**src/rtl/cadc_pkg.sv**
```systemverilog
// Shared CADC definitions: word/address geometry, the serial word type used by
// the constant ROM and the serial arithmetic units, and the ROM reader state set.
package cadc_pkg;

  localparam int unsigned WORD_W    = 20;
  localparam int unsigned ADDR_W    = 7;
  localparam int unsigned BIT_IDX_W = $clog2(WORD_W);

  typedef logic [WORD_W-1:0]    word_t;
  typedef logic [ADDR_W-1:0]    addr_t;
  // Word count needs one extra bit so a full 128-word sweep is expressible.
  typedef logic [ADDR_W:0]      count_t;
  typedef logic [BIT_IDX_W-1:0] bit_idx_t;

  localparam bit_idx_t LAST_BIT_IDX = bit_idx_t'(WORD_W - 1);

  typedef enum logic [1:0] {
    StIdle,
    StPrime,
    StShift
  } reader_state_e;

endpackage

```
**src/rtl/word_shifter.sv**
```systemverilog
// LSB-first serializer for one CADC word.
// Ports:
//   clk, rst_n  - clock, asynchronous active-low reset
//   clear       - empty the register and rewind the bit index (highest priority)
//   load        - take load_data as a fresh word, bit index back to 0
//   load_data   - word to serialize
//   shift       - advance to the next bit (ignored on the last bit)
//   ser_data    - bit currently presented
//   word_mark   - high while the presented bit is the word's MSB
//   last_bit    - same condition, for the controller
module word_shifter
  import cadc_pkg::*;
(
  input  logic              clk,
  input  logic              rst_n,
  input  logic              clear,
  input  logic              load,
  input  logic [WORD_W-1:0] load_data,
  input  logic              shift,
  output logic              ser_data,
  output logic              word_mark,
  output logic              last_bit
);

  word_t    sr_q, sr_d;
  bit_idx_t idx_q, idx_d;

  always_comb begin
    sr_d  = sr_q;
    idx_d = idx_q;
    if (clear) begin
      sr_d  = '0;
      idx_d = '0;
    end else if (load) begin
      sr_d  = load_data;
      idx_d = '0;
    end else if (shift && !last_bit) begin
      sr_d  = sr_q >> 1;
      idx_d = idx_q + bit_idx_t'(1);
    end
  end

  always_ff @(posedge clk or negedge rst_n) begin
    if (!rst_n) begin
      sr_q  <= '0;
      idx_q <= '0;
    end else begin
      sr_q  <= sr_d;
      idx_q <= idx_d;
    end
  end

  assign ser_data  = sr_q[0];
  assign last_bit  = (idx_q == LAST_BIT_IDX);
  assign word_mark = last_bit;

endmodule

```
**src/rtl/rom_serial_reader.sv**
```systemverilog
// Read-side initiator for the 128 x 20-bit constant ROM. Fetches a run of
// consecutive words through the ROM's registered read port and streams them
// LSB-first over a valid/ready bit interface, marking bit 19 of every word.
// Ports:
//   clk, rst_n  - clock, asynchronous active-low reset
//   start       - command strobe, honoured only when idle
//   start_addr  - first word address
//   count       - words in the run (0..128); 0 just pulses done
//   abort       - drop the current run without a done pulse
//   busy        - run in progress
//   done        - one-cycle pulse on normal completion
//   rom_addr    - registered ROM read address
//   rom_data    - ROM read data, valid one clock after rom_addr changes
//   ser_data    - serial bit
//   ser_valid   - ser_data valid; a bit moves when ser_valid & ser_ready
//   ser_ready   - downstream accepts the bit
//   word_mark   - high while ser_data is bit 19
module rom_serial_reader
  import cadc_pkg::*;
(
  input  logic              clk,
  input  logic              rst_n,
  input  logic              start,
  input  logic [ADDR_W-1:0] start_addr,
  input  logic [ADDR_W:0]   count,
  input  logic              abort,
  output logic              busy,
  output logic              done,
  output logic [ADDR_W-1:0] rom_addr,
  input  logic [WORD_W-1:0] rom_data,
  output logic              ser_data,
  output logic              ser_valid,
  input  logic              ser_ready,
  output logic              word_mark
);

  localparam count_t CntOne = count_t'(1);
  localparam count_t CntTwo = count_t'(2);

  reader_state_e state_q, state_d;
  logic          prime_q, prime_d;       // second PRIME edge pending
  addr_t         addr_q, addr_d;
  count_t        rem_q, rem_d;           // words not yet fully shifted, incl. current
  word_t         buf_q, buf_d;
  logic          buf_full_q, buf_full_d;
  logic [1:0]    pf_q, pf_d;             // prefetch in flight: [0] ROM latching, [1] data on bus
  logic          valid_q, valid_d;
  logic          done_q, done_d;

  logic  sh_clear, sh_load, sh_shift, sh_last;
  word_t sh_load_data;
  logic  advance, flush;

  always_comb begin
    state_d      = state_q;
    prime_d      = prime_q;
    addr_d       = addr_q;
    rem_d        = rem_q;
    buf_d        = buf_q;
    buf_full_d   = buf_full_q;
    valid_d      = valid_q;
    done_d       = 1'b0;
    sh_clear     = 1'b0;
    sh_load      = 1'b0;
    sh_load_data = rom_data;
    sh_shift     = 1'b0;
    advance      = 1'b0;
    flush        = 1'b0;

    // Prefetched word lands in the holding buffer regardless of stalls.
    if (pf_q[1]) begin
      buf_d      = rom_data;
      buf_full_d = 1'b1;
    end

    unique case (state_q)
      StIdle: begin
        if (start) begin
          if (count != '0) begin
            addr_d  = start_addr;
            rem_d   = count;
            prime_d = 1'b0;
            state_d = StPrime;
          end else begin
            done_d = 1'b1;
          end
        end
      end
      StPrime: begin
        if (abort) begin
          flush = 1'b1;
        end else if (!prime_q) begin
          prime_d = 1'b1;
        end else begin
          sh_load = 1'b1;
          valid_d = 1'b1;
          state_d = StShift;
          advance = (rem_q >= CntTwo);
        end
      end
      StShift: begin
        if (abort) begin
          flush = 1'b1;
        end else if (valid_q && ser_ready) begin
          if (sh_last) begin
            rem_d = rem_q - CntOne;
            if (rem_q == CntOne) begin
              sh_clear = 1'b1;
              valid_d  = 1'b0;
              done_d   = 1'b1;
              state_d  = StIdle;
            end else begin
              // Next word comes from the buffer; prefetch only if a word
              // beyond it still belongs to the run.
              sh_load      = 1'b1;
              sh_load_data = buf_q;
              buf_full_d   = 1'b0;
              advance      = (rem_q > CntTwo);
            end
          end else begin
            sh_shift = 1'b1;
          end
        end
      end
      default: flush = 1'b1;
    endcase

    // Address counter wraps modulo the ROM depth by its width.
    if (advance) begin
      addr_d = addr_q + addr_t'(1);
    end

    if (flush) begin
      state_d    = StIdle;
      prime_d    = 1'b0;
      valid_d    = 1'b0;
      buf_full_d = 1'b0;
      sh_clear   = 1'b1;
    end

    pf_d = flush ? 2'b00 : {pf_q[0], advance};
  end

  always_ff @(posedge clk or negedge rst_n) begin
    if (!rst_n) begin
      state_q    <= StIdle;
      prime_q    <= 1'b0;
      addr_q     <= '0;
      rem_q      <= '0;
      buf_q      <= '0;
      buf_full_q <= 1'b0;
      pf_q       <= 2'b00;
      valid_q    <= 1'b0;
      done_q     <= 1'b0;
    end else begin
      state_q    <= state_d;
      prime_q    <= prime_d;
      addr_q     <= addr_d;
      rem_q      <= rem_d;
      buf_q      <= buf_d;
      buf_full_q <= buf_full_d;
      pf_q       <= pf_d;
      valid_q    <= valid_d;
      done_q     <= done_d;
    end
  end

  word_shifter u_word_shifter (
    .clk       (clk),
    .rst_n     (rst_n),
    .clear     (sh_clear),
    .load      (sh_load),
    .load_data (sh_load_data),
    .shift     (sh_shift),
    .ser_data  (ser_data),
    .word_mark (word_mark),
    .last_bit  (sh_last)
  );

  assign busy      = (state_q != StIdle);
  assign done      = done_q;
  assign rom_addr  = addr_q;
  assign ser_valid = valid_q;

endmodule

```
**config.mk**
```make
export PLATFORM = sky130hd
export DESIGN_NAME = rom_serial_reader
export DESIGN_NICKNAME = d
export VERILOG_FILES = /design/src/rtl/cadc_pkg.sv /design/src/rtl/word_shifter.sv /design/src/rtl/rom_serial_reader.sv
export SDC_FILE = /design/constraint.sdc
export NUM_CORES = 1
export LEC_CHECK = 0
export ABC_AREA = 0
export CORE_MARGIN = 4
export CORE_UTILIZATION = 54
export CTS_CLUSTER_SIZE = 24
export DETAILED_ROUTE_END_ITERATION = 16
export GPL_TIMING_DRIVEN = 0
export PLACE_DENSITY = 0.76
export SYNTH_ARGS = -nofsm -noshare
export SYNTH_HDL_FRONTEND = slang
export SYNTH_SLANG_ARGS = --single-unit
```
**constraint.sdc**
```tcl
create_clock -name clk -period 2.5 [get_ports clk]
set_input_delay 0.625 -clock clk [delete_from_list [all_inputs] [get_ports clk]]
set_output_delay 0.625 -clock clk [all_outputs]
set_load 0.01 [all_outputs]
```
==> results.toml <==
[global_routing]
first_global_vias = 2825
grt_use_total_pct = 20.9
grt_overflow_total = 0
grt_max_degree = 68
grt_pass1_wl_um = 12800
antenna_found_initial = 0

[floorplan]
die_area_mm2 = 0.00800
initial_core_util_pct = 56.1
die_w_um = 89.4
placeableCoreArea_mm2 = 0.00639
dieHeight_um = 89.4
ioPinCount = 52
rows = 29

[clock_network]
clock_path_buffers = 2
clkTransAtPathRegs_ns = 0.07
cts_tree = "yes"
holdBufCountCts = 0
worstSkewPairLatency_ns = 0.34
cts_root_buf = "clkbuf_8"
numCtsBuffers = 9
clock-sinks = 67
htree_levels = 3

[yosys]
synth_edf_count = 0
async_reset_ff_share_pct = 100
synth.distinct_cells = 47
synth_area_mm2 = 0.00358
syn-num-nets = 395
synthCells = 345
synth-seq-area-share_pct = 46.8
ys_seq_elements = 67
yosys_warnings = 0
ys.flop_type = "dfrtp_1"
synth_area_per_cell_um2 = 10.4

[worst_setup_path]
required_ns = 1.88
worstPathArrival_ns = 1.80
path_class = "reg -> out"
rr_worst_depth = 11
cp_max_fo = 8
start_kind = "flip-flop"
critPathCaptureType = "primary output"

[pwr]
ir_drop_uv = 631
powerDensity_mw_per_mm2 = 1070
total_leakage_power_nw = 1.90

[sta]
skew_ns = 0.00597
period_share_pct = 97.0
setup_slack_ns = 0.0752
rsz0062_at_grt = "yes"
finalHoldViolations = 0
setup_tns_ns = 0
relSlewSlack_pct = 43.6
setup_viol = 0
timing.fmax_mhz = 412
tightest_slew_ns = 0.847
finalCriticalPeriod_ns = 2.42
report.final.slew_viol_count = 0

[run_status]
outcome = "complete, no violations"

[flow_run]
cap_violations = 0

[routing]
wl_per_cell_um = 16.0
dr.pass1.iters = 4
routed_wl_um = 7870
num_vias = 2872
drtAntennaViolNets = 0
via_per_inst = 5.85
drc = 0
drt_iter0_drc = 115

[placement]
hpwl_um = 5370
numPortBuffers = 51
gp_congestion = 0.906
dp_cells = 473
place_worst_setup_slack_ns = -0.405
dpl-instance-area_mm2 = 0.00418

[finish]
fin_cells = 491
fin_area_mm2 = 0.00446
nets = 459
drive_above_1_share_pct = 16.4
layout_common_cells = "dfrtp_1 (67), clkdlybuf4s50_1 (49), nor2_1 (35), mux2i_1 (24), nand2_1 (22)"
utilization_pct = 69.8
fillCellCount = 487
diodes = 0
area_delta_synth_final_pct = 24.6
final_common_cell = "dfrtp_1"

[hold_path]
hp-class = "in -> async"
## logic make-up after synthesis
| kind of cell | after synthesis | synth area share (%) |
|---|---|---|
| multiplexers | 48 | 14.3 |
| XOR/XNOR | 4 | 0.979 |
| AO/OA/AOI/OAI | 92 | 18.0 |
| flip-flops | 67 | 46.8 |
| adder cells (fa/ha/maj) | 10 | 3.50 |
| buffers and inverters | 33 | 4.16 |
| AND/OR/NAND/NOR | 91 | 12.2 |
## worst paths after layout
check,from,end,slack (ns)
worst max-delay path,state_q[0],busy,0.08
worst min-delay path,rst_n,buf_q[17],0.37
worst max register to register,state_q[0],rom_addr[4],0.10
worst min register to register,pf_q[0],pf_q[1],0.46
max in group asynchronous,rst_n,state_q[1],1.56
min in group clk,pf_q[0],pf_q[1],0.46
## synthesized netlist by cell type (all sizes together), types with 3 or more instances
library cell | count | area, µm²
a31oi | 4 | 25.0
buf | 6 | 45.0
mux2 | 22 | 251
xor2 | 4 | 35.0
nor2 | 36 | 138
o21a | 19 | 143
o22ai | 21 | 131
nand3 | 11 | 55.1
or3 | 4 | 25.0
nand2 | 23 | 88.8
o221a | 5 | 56.3
and3 | 3 | 18.8
ha | 10 | 125
clkbuf | 12 | 45.0
o22a | 8 | 70.1
a21oi | 13 | 65.1
inv | 15 | 58.8
mux2i | 26 | 260
dfrtp | 67 | 1680
o21ai | 12 | 71.3
nor4 | 5 | 46.3
## through the flow
step / power, mW / hold slack [ns]
2_1_floorplan: 3.19 / 0.329
3_3_place_gp: 3.74 / 0.444
3_5_place_dp: 3.82 / 0.445
4_1_cts: 4.75 / 0.415
5_1_grt: 5.13 / 0.457
6_report: 4.76 / 0.368
## routing by layer
metal / up-vias / share of wire [%] / wire length, µm / track usage, %
met2: 74 / 48 / 3770 / 34.4
met5: - / 0 / 0 / 0
li1: 1383 / - / - / -
met3: 13 / 4.8 / 374 / 4.70
met4: 0 / 1.8 / 138 / 7.31
met1: 1402 / 46 / 3580 / 27.3
## critical path: stages, from the launching register on
cell	delay [ns]
dfrtp_1	0.42
inv_1	0.16
ha_2	0.29
inv_1	0.10
clkdlybuf4s50_1	0.49
## registers in the layout (all words and copies together), names as in the netlist
name / cells
buf_q: 20
u_word_shifter.sr_q: 20
rem_q: 8
rom_addr: 7
u_word_shifter.idx_q: 5
pf_q: 2
state_q: 2
done: 1
prime_q: 1
ser_valid: 1
## area by class of cell
| class | instances | area [µm²] | share of cell area, % |
|---|---|---|---|
| clock buffers | 11 | 141 | 3.17 |
| well taps | 77 | 96.3 | 2.16 |
| inverters | 15 | 58.8 | 1.32 |
| repair buffers | 54 | 529 | 11.9 |
| clock inverters | 5 | 52.6 | 1.18 |
| plain buffers | 17 | 88.8 | 1.99 |
| flip-flops and latches | 67 | 1680 | 37.6 |
| multi-input cells | 245 | 1820 | 40.7 |
## report_power, final
part	total [mW]	switching, mW	internal (mW)	leakage (nW)
registers	1.80	0.309	1.49	0.851
clock network	0.905	0.421	0.483	0.0991
logic	2.05	1.06	0.987	0.954
total	4.76	1.79	2.96	1.90
## repair_timing
item	CTS	global route
setup buffers	0	3
gates cloned	0	0
endpoints found under the setup margin	10	26
gates resized for setup	2	15
pin swaps	0	2
Power figures use the tool's default switching activity.
